[src/rtl/servo_pkg.sv]
// Shared types and default constants for the servo PWM bank.
// Defaults assume a 50 MHz clock: 20 ms frame, 0.5 ms .. 2.5 ms pulse.
package servo_pkg;

    localparam int FRAME_CYCLES_50M = 1000000;
    localparam int MIN_PULSE_50M    = 25000;
    localparam int STEP_CYCLES_50M  = 556;
    localparam int ANGLE_MAX        = 180;
    localparam int RESET_ANGLE      = 90;
    localparam int SLEW_STEP_DEF    = 2;

    typedef logic [7:0]  angle_t;
    typedef logic [16:0] pulse_t;
    typedef logic [19:0] frame_cnt_t;

    typedef enum logic {
        IDLE = 1'b0,
        RUN  = 1'b1
    } state_t;

endpackage

[src/rtl/servo_pwm_channel.sv]
// One servo channel: clamped (optionally slew-limited) shadow angle,
// pulse-length computation and the registered compare against the
// shared frame counter.
// Build option: define SERVO_SLEW_EN to limit the shadow angle change
// to SLEW_STEP degrees per frame.
import servo_pkg::*;

module servo_pwm_channel #(
    parameter int MIN_PULSE   = servo_pkg::MIN_PULSE_50M,
    parameter int STEP_CYCLES = servo_pkg::STEP_CYCLES_50M,
    parameter int ANGLE_MAX   = servo_pkg::ANGLE_MAX,
    parameter int RESET_ANGLE = servo_pkg::RESET_ANGLE,
    parameter int SLEW_STEP   = servo_pkg::SLEW_STEP_DEF
) (
    input  logic       clk,
    input  logic       reset,
    input  logic       load,
    input  logic       run,
    input  frame_cnt_t cnt,
    input  angle_t     angle,
    output logic       pwm
);

    localparam angle_t MAX_A = angle_t'(ANGLE_MAX);
    localparam angle_t RST_A = angle_t'(RESET_ANGLE);

    // Reject configurations whose longest pulse cannot be represented
    // or whose minimum pulse would collapse the first compare cycle.
    if (MIN_PULSE < 2 || SLEW_STEP < 1 ||
        MIN_PULSE + ANGLE_MAX * STEP_CYCLES > 131071) begin : g_bad_cfg
        $error("servo_pwm_channel: invalid pulse/slew configuration");
    end

    angle_t tgt;
    angle_t shadow;
    angle_t shadow_next;
    pulse_t pulse;

    assign tgt = (angle > MAX_A) ? MAX_A : angle;

`ifdef SERVO_SLEW_EN
    localparam angle_t SLEW_A = angle_t'(SLEW_STEP);

    // Move toward the clamped target by at most SLEW_A degrees per load.
    always_comb begin
        shadow_next = tgt;
        if (tgt > shadow) begin
            if ((tgt - shadow) > SLEW_A) shadow_next = shadow + SLEW_A;
        end else begin
            if ((shadow - tgt) > SLEW_A) shadow_next = shadow - SLEW_A;
        end
    end
`else
    assign shadow_next = tgt;
`endif

    assign pulse = pulse_t'(MIN_PULSE) + pulse_t'(shadow) * pulse_t'(STEP_CYCLES);

    // Shadow only changes at frame boundaries; pwm is a registered compare.
    always_ff @(posedge clk or posedge reset) begin
        if (reset) begin
            shadow <= RST_A;
            pwm    <= 1'b0;
        end else begin
            if (load) shadow <= shadow_next;
            pwm <= run && (cnt < frame_cnt_t'(pulse));
        end
    end

endmodule

[src/rtl/servo_pwm_bank.sv]
// Bank of NUM_CH hobby-servo PWM outputs sharing one frame counter.
// Angles are captured only at frame boundaries so a changing angle bus
// never glitches a pulse already in progress.
// Build option: SERVO_SLEW_EN enables per-frame slew limiting in each
// channel; frame timing is identical either way.
//
// state | meaning
// IDLE  | outputs low, waiting for en
// RUN   | frame counter running; a started frame always completes
import servo_pkg::*;

module servo_pwm_bank #(
    parameter int NUM_CH       = 8,
    parameter int FRAME_CYCLES = servo_pkg::FRAME_CYCLES_50M,
    parameter int MIN_PULSE    = servo_pkg::MIN_PULSE_50M,
    parameter int STEP_CYCLES  = servo_pkg::STEP_CYCLES_50M,
    parameter int ANGLE_MAX    = servo_pkg::ANGLE_MAX,
    parameter int RESET_ANGLE  = servo_pkg::RESET_ANGLE,
    parameter int SLEW_STEP    = servo_pkg::SLEW_STEP_DEF
) (
    input  logic                  FPGA_CLK1_50,
    input  logic                  reset,
    input  logic                  en,
    input  logic [8*NUM_CH-1:0]   angle,
    output logic [NUM_CH-1:0]     pwm,
    output logic                  frame_start,
    output logic                  busy
);

    localparam frame_cnt_t LAST = frame_cnt_t'(FRAME_CYCLES - 1);

    state_t     state;
    frame_cnt_t cnt;
    logic       load;
    logic       run;

    assign run  = (state == RUN);
    assign load = en && ((state == IDLE) || (cnt == LAST));

    // Frame sequencer: starts on en, restarts or stops only at frame end.
    always_ff @(posedge FPGA_CLK1_50 or posedge reset) begin
        if (reset) begin
            state       <= IDLE;
            cnt         <= '0;
            frame_start <= 1'b0;
            busy        <= 1'b0;
        end else begin
            frame_start <= 1'b0;
            case (state)
                IDLE: begin
                    cnt <= '0;
                    if (en) begin
                        state       <= RUN;
                        frame_start <= 1'b1;
                        busy        <= 1'b1;
                    end
                end
                RUN: begin
                    if (cnt == LAST) begin
                        cnt <= '0;
                        if (en) begin
                            frame_start <= 1'b1;
                        end else begin
                            state <= IDLE;
                            busy  <= 1'b0;
                        end
                    end else begin
                        cnt <= cnt + 1'b1;
                    end
                end
            endcase
        end
    end

    for (genvar i = 0; i < NUM_CH; i++) begin : g_ch
        servo_pwm_channel #(
            .MIN_PULSE   (MIN_PULSE),
            .STEP_CYCLES (STEP_CYCLES),
            .ANGLE_MAX   (ANGLE_MAX),
            .RESET_ANGLE (RESET_ANGLE),
            .SLEW_STEP   (SLEW_STEP)
        ) u_ch (
            .clk   (FPGA_CLK1_50),
            .reset (reset),
            .load  (load),
            .run   (run),
            .cnt   (cnt),
            .angle (angle[8*i +: 8]),
            .pwm   (pwm[i])
        );
    end

endmodule

[config.mk]
export PLATFORM = sky130hd
export DESIGN_NAME = servo_pwm_bank
export DESIGN_NICKNAME = d
export VERILOG_FILES = /design/src/rtl/servo_pkg.sv /design/src/rtl/servo_pwm_channel.sv /design/src/rtl/servo_pwm_bank.sv
export SDC_FILE = /design/constraint.sdc
export NUM_CORES = 1
export LEC_CHECK = 0
export ABC_AREA = 1
export BUFFER_PORTS_ARGS = -buffer_cell sky130_fd_sc_hd__buf_4
export CAP_MARGIN = 0
export CORE_MARGIN = 5
export CORE_UTILIZATION = 65
export DETAILED_ROUTE_END_ITERATION = 8
export PLACE_DENSITY = 0.83
export SKIP_CTS_REPAIR_TIMING = 1
export SLEW_MARGIN = 20
export SYNTH_ARGS = -nofsm -noshare
export SYNTH_HDL_FRONTEND = slang
export SYNTH_HIERARCHICAL = 1
export SYNTH_SLANG_ARGS = --single-unit
[constraint.sdc]
create_clock -name FPGA_CLK1_50 -period 5.6 [get_ports FPGA_CLK1_50]
set_clock_uncertainty 0.2 [all_clocks]
set_input_delay 1.12 -clock FPGA_CLK1_50 [delete_from_list [all_inputs] [get_ports FPGA_CLK1_50]]
set_output_delay 1.12 -clock FPGA_CLK1_50 [all_outputs]
set_load 0.05 [all_outputs]
==> impl_metrics.env, run 1 <==
export IMPL_crit_path_max_fanout=5
export IMPL_final_util=0.702
export IMPL_syn_nets=3135
export IMPL_htree_num_levels=3
export IMPL_yosys_register_bits=95
export IMPL_rr_worst_depth=21
export IMPL_layout_commonest_cell="nand2_1"
export IMPL_setup_viol=0
export IMPL_layout_common_cells="nand2_1, inv_1, ha_1"
export IMPL_maxCapViolCount=0
export IMPL_cp_required_ns=5.65
export IMPL_filler_cell_count=2354
export IMPL_rsz0062_at_grt="no"
export IMPL_drt_initial_drc_count=1061
export IMPL_wl_per_cell_um=13.5
export IMPL_fmax_mhz=219
export IMPL_outcome="completed"
export IMPL_fin_nets=3208
export IMPL_irDropWorstVdd_uv=140
export IMPL_synth_enable_flop_cells=0
export IMPL_drtPass1Iterations=6
export IMPL_die_x_um=177
export IMPL_critPathCaptureType="flop"
export IMPL_antenna_found_initial=1
export IMPL_max_clock_path_buffers=2
export IMPL_drt_drc_violations_left=0
export IMPL_area_growth_pct=6.87
export IMPL_postSynthAreaPerCell_um2=6.99
export IMPL_arrival_ns=4.61
export IMPL_drv_slew=0
export IMPL_postRouteAntennaNets=0
export IMPL_cts_sinks=95
export IMPL_overflow=0
export IMPL_netlist_instances=2603
export IMPL_antenna_cells=0
export IMPL_ys_types=38
export IMPL_drive_gt1_frac=0.120
export IMPL_async_reset_ff_frac=1.00
export IMPL_grt_pass1_vias=16300
export IMPL_place_hpwl_um=33600
export IMPL_port_buffers=76
export IMPL_yosysWarnings=6
export IMPL_hold_viol=0
export IMPL_powerDensity_nw_per_um2=254
export IMPL_slowest_delay_ns=0.58
export IMPL_grt_max_degree=61
export IMPL_crit_type="flop to flop"
export IMPL_yosysSeqAreaShare=0.133
export IMPL_clk_latency_ns=0.36
export IMPL_core_area_um2=27700
export IMPL_critPathMostFrequentCell="nand2_1"
export IMPL_syn_area_um2=18200
export IMPL_rows=61
export IMPL_leakage_nw=11.5
export IMPL_grt_use_total=0.270
export IMPL_cp_start_kind="flop"
export IMPL_synth_top_flop_cell="dfrtp_1"
export IMPL_io_pins=77
export IMPL_vias_per_cell=5.37
export IMPL_die_area_um2=31500
export IMPL_slew_headroom=0.397
export IMPL_worstMarginPinSlew_ns=0.905
export IMPL_cts_inserted_buffers=9
export IMPL_die_h_um=177
export IMPL_cpMaxStageDelayCell="dfstp_2"
export IMPL_whs_path_depth=2
export IMPL_tns_ns=0
export IMPL_grt_pass1_wl_um=71400
export IMPL_hold_path_class="flop to flop"
export IMPL_clk_pin_slew_ns=0.08
export IMPL_cp_cell_sequence="ha_1, inv_1, fa_1, fa_1, inv_1, ha_1, a21oi_1, nor2_1, nor2_2, nand2_1, nand2_1, nand2_1, nor2_1, nand2_2, and2_1, ha_1, inv_1, nor3_1, nand2_1, nand2_1, a21oi_1"
export IMPL_start_util=0.657
export IMPL_final_area_um2=19500
export IMPL_gp_congestion=0.889
export IMPL_wl_um=41200
export IMPL_final_period_utilization=0.814
export IMPL_cts_tree="yes"
export IMPL_root_buffer="clkbuf_16"
export IMPL_place_area_um2=19200
export IMPL_vias=16400
export IMPL_period_minus_slack_ns=4.56
[critical path: cells and delay by family (launching register included)]
family,cells,cell delay (ns)
and+or+nand+nor,11,1.30
buffers and inverters,3,0.18
adders and majority gates,5,1.85
DFF,1,0.58
AOI/OAI and AO/OA,2,0.31
[synth_stat cells, types with 22 or more instances]
cell      instances  area share
nand2_1         627        0.13
inv_1           485        0.10
ha_1            409        0.28
nor2_1          204       0.042
nand3_1         177       0.049
a21oi_1         102       0.028
nand2_2          77       0.026
dfrtp_1          63       0.087
fa_1             56       0.062
o21ai_0          40       0.011
xor2_1           40       0.019
dfstp_2          32       0.046
inv_2            31      0.0064
xnor2_1          29       0.014
nor3_1           27      0.0074
a211oi_1         24      0.0099
nor2_2           23      0.0079
nand3_2          22       0.012
nand4_1          22      0.0076
[layer usage]
| metal | part of all wire | vias to the layer above | global-route usage | wire, µm |
|---|---|---|---|---|
| li1 | - | 8452 | - | - |
| met1 | 0.44 | 7545 | 0.337 | 18100 |
| met2 | 0.49 | 365 | 0.491 | 20400 |
| met3 | 0.042 | 75 | 0.0262 | 1740 |
| met4 | 0.023 | 2 | 0.0867 | 962 |
| met5 | 0.00049 | - | 0 | 20 |
[stage by stage]
step                      total power, mW  cells  worst slack, ns  hold WS, ns
after floorplan                      3.68   2603             1.48        0.267
after global placement               4.13   3043             1.29        0.296
after detailed placement             4.30   3043             1.18        0.302
after CTS                            4.96   3059             1.10        0.315
after global routing                 5.54   3059            0.776        0.330
final                                4.95   3059             1.04        0.316
[worst paths after layout]
kind	start	slack [ns]	end
setup / recovery	g_ch[6].u_ch/shadow[1]$_DFFE_PP1P_	1.04	g_ch[6].u_ch/pwm$_DFF_PP0_
hold / removal	g_ch[6].u_ch/shadow[1]$_DFFE_PP1P_	0.32	g_ch[6].u_ch/shadow[1]$_DFFE_PP1P_
setup reg to reg	g_ch[6].u_ch/shadow[1]$_DFFE_PP1P_	1.04	g_ch[6].u_ch/pwm$_DFF_PP0_
hold reg to reg	g_ch[6].u_ch/shadow[1]$_DFFE_PP1P_	0.32	g_ch[6].u_ch/shadow[1]$_DFFE_PP1P_
max in group asynchronous	reset	3.82	cnt[12]$_DFF_PP0_
min in group asynchronous	reset	0.63	g_ch[3].u_ch/shadow[0]$_DFFE_PP0P_
[cell type report]
| type | instances | area [µm²] | area share |
|---|---|---|---|
| multi-input combinational | 1975 | 13700 | 0.707 |
| inverter | 518 | 1950 | 0.100 |
| clock buffer | 10 | 239 | 0.0123 |
| tap | 378 | 473 | 0.0243 |
| clock inverter | 6 | 41.3 | 0.00212 |
| timing repair buffer | 77 | 591 | 0.0304 |
| sequential | 95 | 2420 | 0.124 |
[where the power goes]
group          switching [mW]  internal, mW  total (mW)
combinational            2.19          1.37        3.56
clock                   0.305         0.316       0.621
sequential             0.0468         0.723       0.770
total                    2.54          2.41        4.95
[state kept, by name (all words and copies together) (netlist names)]
| name | flops |
|---|---|
| busy | 1 |
| cnt | 20 |
| frame_start | 1 |
| g_ch.u_ch/pwm | 8 |
| g_ch.u_ch/shadow | 64 |
| run | 1 |
[logic make-up (layout without fill, tap and decap cells)]
kind of cell    count (synthesis)  after routing  synth area share
simple gates                 1216           1216             0.302
flops                          95             95             0.133
compound gates                217            217            0.0700
buf+inv                       533            611             0.113
fa+ha+maj                     465            465             0.343
xor+xnor                       77             77            0.0403
Note: power is estimated with default switching activity, not from simulation.
==> run 2: changes to the inputs <==
--- a/config.mk
+++ b/config.mk
@@ -9,9 +9,9 @@
 export BUFFER_PORTS_ARGS = -buffer_cell sky130_fd_sc_hd__buf_4
 export CAP_MARGIN = 0
 export CORE_MARGIN = 5
-export CORE_UTILIZATION = 65
+export CORE_UTILIZATION = 59
 export DETAILED_ROUTE_END_ITERATION = 8
-export PLACE_DENSITY = 0.83
+export PLACE_DENSITY = 0.8
 export SKIP_CTS_REPAIR_TIMING = 1
 export SLEW_MARGIN = 20
 export SYNTH_ARGS = -nofsm -noshare
==> constraint.sdc (replaced) <==
create_clock -name FPGA_CLK1_50 -period 4 [get_ports FPGA_CLK1_50]
set_clock_uncertainty 0.2 [all_clocks]
set_input_delay 0.8 -clock FPGA_CLK1_50 [delete_from_list [all_inputs] [get_ports FPGA_CLK1_50]]
set_output_delay 0.8 -clock FPGA_CLK1_50 [all_outputs]
set_load 0.05 [all_outputs]
==> impl_metrics.env, run 2 (synthesized netlist as in run 1, its figures left out) <==
export IMPL_layout_common_cells="nand2_1, inv_1, buf_4"
export IMPL_regMostFlops="g_ch.u_ch/shadow"
export IMPL_area_growth_pct=28.6
export IMPL_worstReg2RegEnd="g_ch[4].u_ch/pwm$_DFF_PP0_"
export IMPL_drtPass1Iterations=6
export IMPL_maxCapViolCount=0
export IMPL_switching_power_mw=4.60
export IMPL_hold_path_class="primary input to async pin"
export IMPL_irDropWorstVdd_uv=242
export IMPL_port_buffers=76
export IMPL_vias_per_cell=5.64
export IMPL_arrival_ns=4.59
export IMPL_crit_path_max_fanout=5
export IMPL_cts_inserted_buffers=9
export IMPL_start_util=0.597
export IMPL_gp_congestion=0.917
export IMPL_worstMarginPinSlew_ns=1.07
export IMPL_fin_nets=3469
export IMPL_clk_latency_ns=0.39
export IMPL_postRouteAntennaNets=0
export IMPL_setup_viol=8
export IMPL_slew_headroom=0.287
export IMPL_fmax_mhz=223
export IMPL_setup_ws_ns=-0.475
export IMPL_drv_slew=0
export IMPL_grt_max_degree=41
export IMPL_layout_commonest_cell="nand2_1"
export IMPL_root_buffer="clkbuf_16"
export IMPL_drive_gt1_frac=0.303
export IMPL_overflow=0
export IMPL_rows=64
export IMPL_grt_use_total=0.257
export IMPL_htree_num_levels=3
export IMPL_power_frac_clock=0.122
export IMPL_p_sw_frac=0.483
export IMPL_fin_hold_ws_ns=0.309
export IMPL_drt_initial_drc_count=1408
export IMPL_powerDensity_nw_per_um2=408
export IMPL_tns_ns=-2.43
export IMPL_die_h_um=186
export IMPL_grt_pass1_vias=17200
export IMPL_rr_worst_depth=21
export IMPL_p_int_mw=4.94
export IMPL_critPathCaptureType="flop"
export IMPL_final_period_utilization=1.12
export IMPL_antenna_found_initial=1
export IMPL_die_area_um2=34500
export IMPL_drt_drc_violations_left=0
export IMPL_top_regs="g_ch.u_ch/shadow x64, cnt x20, g_ch.u_ch/pwm x8"
export IMPL_place_hpwl_um=35200
export IMPL_wl_per_cell_um=16.1
export IMPL_max_clock_path_buffers=2
export IMPL_antenna_cells=0
export IMPL_period_minus_slack_ns=4.48
export IMPL_cp_start_kind="flop"
export IMPL_p_seq_frac=0.112
export IMPL_cts_tree="yes"
export IMPL_grt_pass1_wl_um=74100
export IMPL_leakage_nw=12.9
export IMPL_place_area_um2=21000
export IMPL_rsz0062_at_grt="yes"
export IMPL_rr_startpoint="g_ch[4].u_ch/shadow[4]$_DFFE_PP1P_"
export IMPL_core_area_um2=30500
export IMPL_hold_viol=0
export IMPL_clk_pin_slew_ns=0.08
export IMPL_rrSetupSlack_ns=-0.48
export IMPL_outcome="finished, violations left"
export IMPL_crit_type="flop to flop"
export IMPL_violations="negative setup slack"
export IMPL_combPwrFrac=0.767
export IMPL_final_area_um2=23400
export IMPL_filler_cell_count=1905
export IMPL_cp_required_ns=4.11
export IMPL_die_x_um=186
export IMPL_largest_reg_flops=64
export IMPL_vias=18800
export IMPL_cts_sinks=95
export IMPL_io_pins=77
export IMPL_wl_um=53700
run 2: changes by cell type in the layout (fill, tap and decap cells not counted), sizes merged:
cell	before	now
buf	77	338
bufinv	0	4
clkinv	5	1
run 2: layout make-up:
type / instances / area [µm²] / area share
multi-input combinational: 1975 / 15600 / 0.667
timing repair buffer: 338 / 2560 / 0.109
sequential: 95 / 2420 / 0.103
inverter: 518 / 1950 / 0.0833
tap: 396 / 495 / 0.0212
clock buffer: 10 / 239 / 0.0102
clock inverter: 6 / 138 / 0.00588
run 2: worst max-delay path by stage:
stage,start,end,cells after the start
final,g_ch[4].u_ch/shadow[4]$_DFFE_PP1P_,g_ch[4].u_ch/pwm$_DFF_PP0_,21
after global routing,g_ch[4].u_ch/shadow[4]$_DFFE_PP1P_,g_ch[4].u_ch/pwm$_DFF_PP0_,21
after CTS,g_ch[7].u_ch/shadow[4]$_DFFE_PP1P_,g_ch[7].u_ch/pwm$_DFF_PP0_,22
after detailed placement,g_ch[7].u_ch/shadow[4]$_DFFE_PP1P_,g_ch[7].u_ch/pwm$_DFF_PP0_,20
after global placement,g_ch[7].u_ch/shadow[4]$_DFFE_PP1P_,g_ch[7].u_ch/pwm$_DFF_PP0_,20
after floorplan,g_ch[6].u_ch/shadow[1]$_DFFE_PP1P_,g_ch[6].u_ch/pwm$_DFF_PP0_,21
run 2: critical path, cell delays in order (launching register included):
cell and delay (ns):
dfstp_2 0.67, ha_4 0.25, ha_1 0.28, inv_1 0.07
fa_1 0.57, inv_1 0.09, ha_4 0.19, nor2_1 0.15
nand2_1 0.17, nand3_2 0.11, nand2_2 0.07, nand2_2 0.09
nand2_2 0.07, nor2_4 0.14, nand3_4 0.09, xor2_1 0.17
ha_1 0.31, a21oi_1 0.15, nor3_1 0.07, a211oi_1 0.25
nand2_1 0.11, a21oi_2 0.13
run 2: metal layers:
layer,track usage,share of wire,vias to the layer above
met3,0.0307,0.055,203
met5,0,0.00013,-
met2,0.468,0.51,733
met1,0.314,0.39,8891
li1,-,-,8983
met4,0.0874,0.041,2
run 2: through the flow:
stage                     std cells  power [mW]   util  worst slack [ns]
after floorplan                2603        5.19      -           -0.0287
after global placement         3289        6.62  0.688            -0.210
after detailed placement       3289        6.91  0.688            -0.347
after CTS                      3305        8.11  0.700            -0.408
after global routing           3338        10.3  0.767            -0.630
final                          3338        9.54  0.767            -0.475
run 2: power by group through the flow:
stage / Clock, mW / Sequential (mW) / Combinational [mW]
final: 1.16 / 1.06 / 7.32
after floorplan: 0 / 1.07 / 4.12
after detailed placement: 0 / 1.07 / 5.84
after global placement: 0 / 1.07 / 5.55
after global routing: 1.20 / 1.07 / 8.04
after CTS: 1.17 / 1.05 / 5.89
==> run 3: changes to the inputs <==
--- a/config.mk
+++ b/config.mk
@@ -13,6 +13,7 @@
 export DETAILED_ROUTE_END_ITERATION = 8
 export PLACE_DENSITY = 0.8
 export SKIP_CTS_REPAIR_TIMING = 1
+export SKIP_LAST_GASP = 1
 export SLEW_MARGIN = 20
 export SYNTH_ARGS = -nofsm -noshare
 export SYNTH_HDL_FRONTEND = slang
==> impl_metrics.env, run 3 (synthesized netlist as in run 1, its figures left out) <==
export IMPL_cts_tree="yes"
export IMPL_crit_type="flop to flop"
export IMPL_die_area_um2=34500
export IMPL_setup_viol=8
export IMPL_largest_reg_flops=64
export IMPL_slowest_delay_ns=0.67
export IMPL_grt_use_total=0.257
export IMPL_regMostFlops="g_ch.u_ch/shadow"
export IMPL_grt_pass1_wl_um=74100
export IMPL_final_period_utilization=1.12
export IMPL_cpMaxStageDelayCell="dfstp_2"
export IMPL_period_minus_slack_ns=4.49
export IMPL_postRouteAntennaNets=0
export IMPL_rsz0062_at_grt="yes"
export IMPL_vias_per_cell=5.62
export IMPL_grt_max_degree=41
export IMPL_fin_hold_ws_ns=0.310
export IMPL_path_buf_inv=2
export IMPL_critPathMostFrequentCell="nand2_2"
export IMPL_maxCapViolCount=0
export IMPL_start_util=0.597
export IMPL_core_area_um2=30500
export IMPL_cts_inserted_buffers=9
export IMPL_p_int_mw=4.94
export IMPL_filler_cell_count=1916
export IMPL_clk_pin_slew_ns=0.08
export IMPL_antenna_found_initial=1
export IMPL_powerDensity_nw_per_um2=408
export IMPL_overflow=0
export IMPL_cts_sinks=95
export IMPL_p_sw_frac=0.483
export IMPL_grt_pass1_vias=17200
export IMPL_irDropWorstVdd_uv=242
export IMPL_setup_ws_ns=-0.494
export IMPL_switching_power_mw=4.61
export IMPL_antenna_cells=0
export IMPL_vias=18800
export IMPL_die_x_um=186
export IMPL_drt_drc_violations_left=0
export IMPL_wl_um=54100
export IMPL_slew_headroom=0.298
export IMPL_p_seq_frac=0.111
export IMPL_drt_initial_drc_count=1534
export IMPL_cp_required_ns=4.11
export IMPL_violations="negative setup slack"
export IMPL_crit_path_max_fanout=5
export IMPL_cp_top_family="adder cells"
export IMPL_worstMarginPinSlew_ns=1.05
export IMPL_drtPass1Iterations=6
export IMPL_arrival_ns=4.61
export IMPL_wl_per_cell_um=16.2
export IMPL_cp_cell_sequence="ha_4, ha_1, inv_1, fa_1, inv_1, ha_4, nor2_1, nand2_1, nand3_2, nand2_2, nand2_2, nand2_2, nor2_4, nand3_4, xor2_1, ha_1, a21oi_1, nor3_1, a211oi_1, nand2_1, a21oi_2"
export IMPL_final_cells=3338
export IMPL_drive_gt1_frac=0.301
export IMPL_tns_ns=-2.59
export IMPL_hold_path_class="flop to flop"
export IMPL_layout_common_cells="nand2_1, inv_1, ha_1, buf_4, nor2_1"
export IMPL_leakage_nw=12.9
export IMPL_drv_slew=0
export IMPL_fmax_mhz=223
export IMPL_clk_latency_ns=0.39
export IMPL_area_growth_pct=28.4
export IMPL_combPwrFrac=0.767
export IMPL_rows=64
export IMPL_place_inst=3289
export IMPL_die_h_um=186
export IMPL_io_pins=77
export IMPL_fin_nets=3469
export IMPL_final_util=0.766
export IMPL_root_buffer="clkbuf_16"
export IMPL_finalPower_mw=9.55
export IMPL_htree_num_levels=3
export IMPL_top_regs="g_ch.u_ch/shadow x64, cnt x20, g_ch.u_ch/pwm x8"
export IMPL_power_frac_clock=0.121
export IMPL_outcome="finished, violations left"
export IMPL_gp_congestion=0.917
export IMPL_place_hpwl_um=35200
export IMPL_cp_start_kind="flop"
export IMPL_critPathCaptureType="flop"
export IMPL_layout_commonest_cell="nand2_1"
export IMPL_max_clock_path_buffers=2
export IMPL_hold_viol=0
export IMPL_port_buffers=76
==> run 3: cell counts in the layout (fill, tap and decap cells not counted) <==
Identical to the previous run, type by type.
==> run 3: power groups by stage <==
stage / combinational, mW / sequential [mW] / clock, mW
after global routing: 8.03 / 1.07 / 1.20
after CTS: 5.89 / 1.05 / 1.17
after floorplan: 4.12 / 1.07 / 0
after global placement: 5.55 / 1.07 / 0
final: 7.33 / 1.06 / 1.16
after detailed placement: 5.84 / 1.07 / 0
==> run 3: cell type report <==
class                   instances  area (µm²)  share of cell area
inverters                     518        1950              0.0834
flip-flops and latches         95        2420               0.104
repair buffers                338        2560               0.110
clock inverters                 6         138             0.00589
multi-input cells            1975       15600               0.666
well taps                     396         495              0.0212
clock buffers                  10         239              0.0102
==> run 3: final timing paths <==
kind | slack, ns | cells after the start | endpoint | from
worst max-delay path | -0.49 | 21 | g_ch[4].u_ch/pwm$_DFF_PP0_ | g_ch[4].u_ch/shadow[4]$_DFFE_PP1P_
worst min-delay path | 0.31 | 1 | cnt[0]$_DFF_PP0_ | cnt[0]$_DFF_PP0_
worst max register to register | -0.49 | 21 | g_ch[4].u_ch/pwm$_DFF_PP0_ | g_ch[4].u_ch/shadow[4]$_DFFE_PP1P_
worst min register to register | 0.31 | 1 | cnt[0]$_DFF_PP0_ | cnt[0]$_DFF_PP0_
max in group asynchronous | 2.54 | 2 | cnt[12]$_DFF_PP0_ | reset
min in group asynchronous | 0.32 | 2 | g_ch[6].u_ch/pwm$_DFF_PP0_ | reset
==> run 3: per-layer routing <==
layer / track usage / vias to the layer above / part of all wire
li1: - / 8982 / -
met1: 0.314 / 8884 / 0.39
met2: 0.468 / 702 / 0.52
met3: 0.0307 / 205 / 0.052
met4: 0.0874 / 2 / 0.042
met5: 0 / - / 0.00013
==> run 3: worst register-to-register path, delay by kind of cell, from the launching register on <==
kind                     cells  cell delay, ns
AO/OA/AOI/OAI                3            0.56
XOR/XNOR                     1            0.17
adder cells (fa/ha/maj)      5            1.60
buffers and inverters        2            0.16
flip-flops                   1            0.67
AND/OR/NAND/NOR             10            1.09
==> run 3: per-stage QoR <==
stage | worst slack (ns) | instance area, µm²
6_report | -0.494 | 23400
5_1_grt | -0.629 | 23400
4_1_cts | -0.408 | 21400
3_5_place_dp | -0.347 | 21000
3_3_place_gp | -0.210 | 21000
2_1_floorplan | -0.0287 | 18300
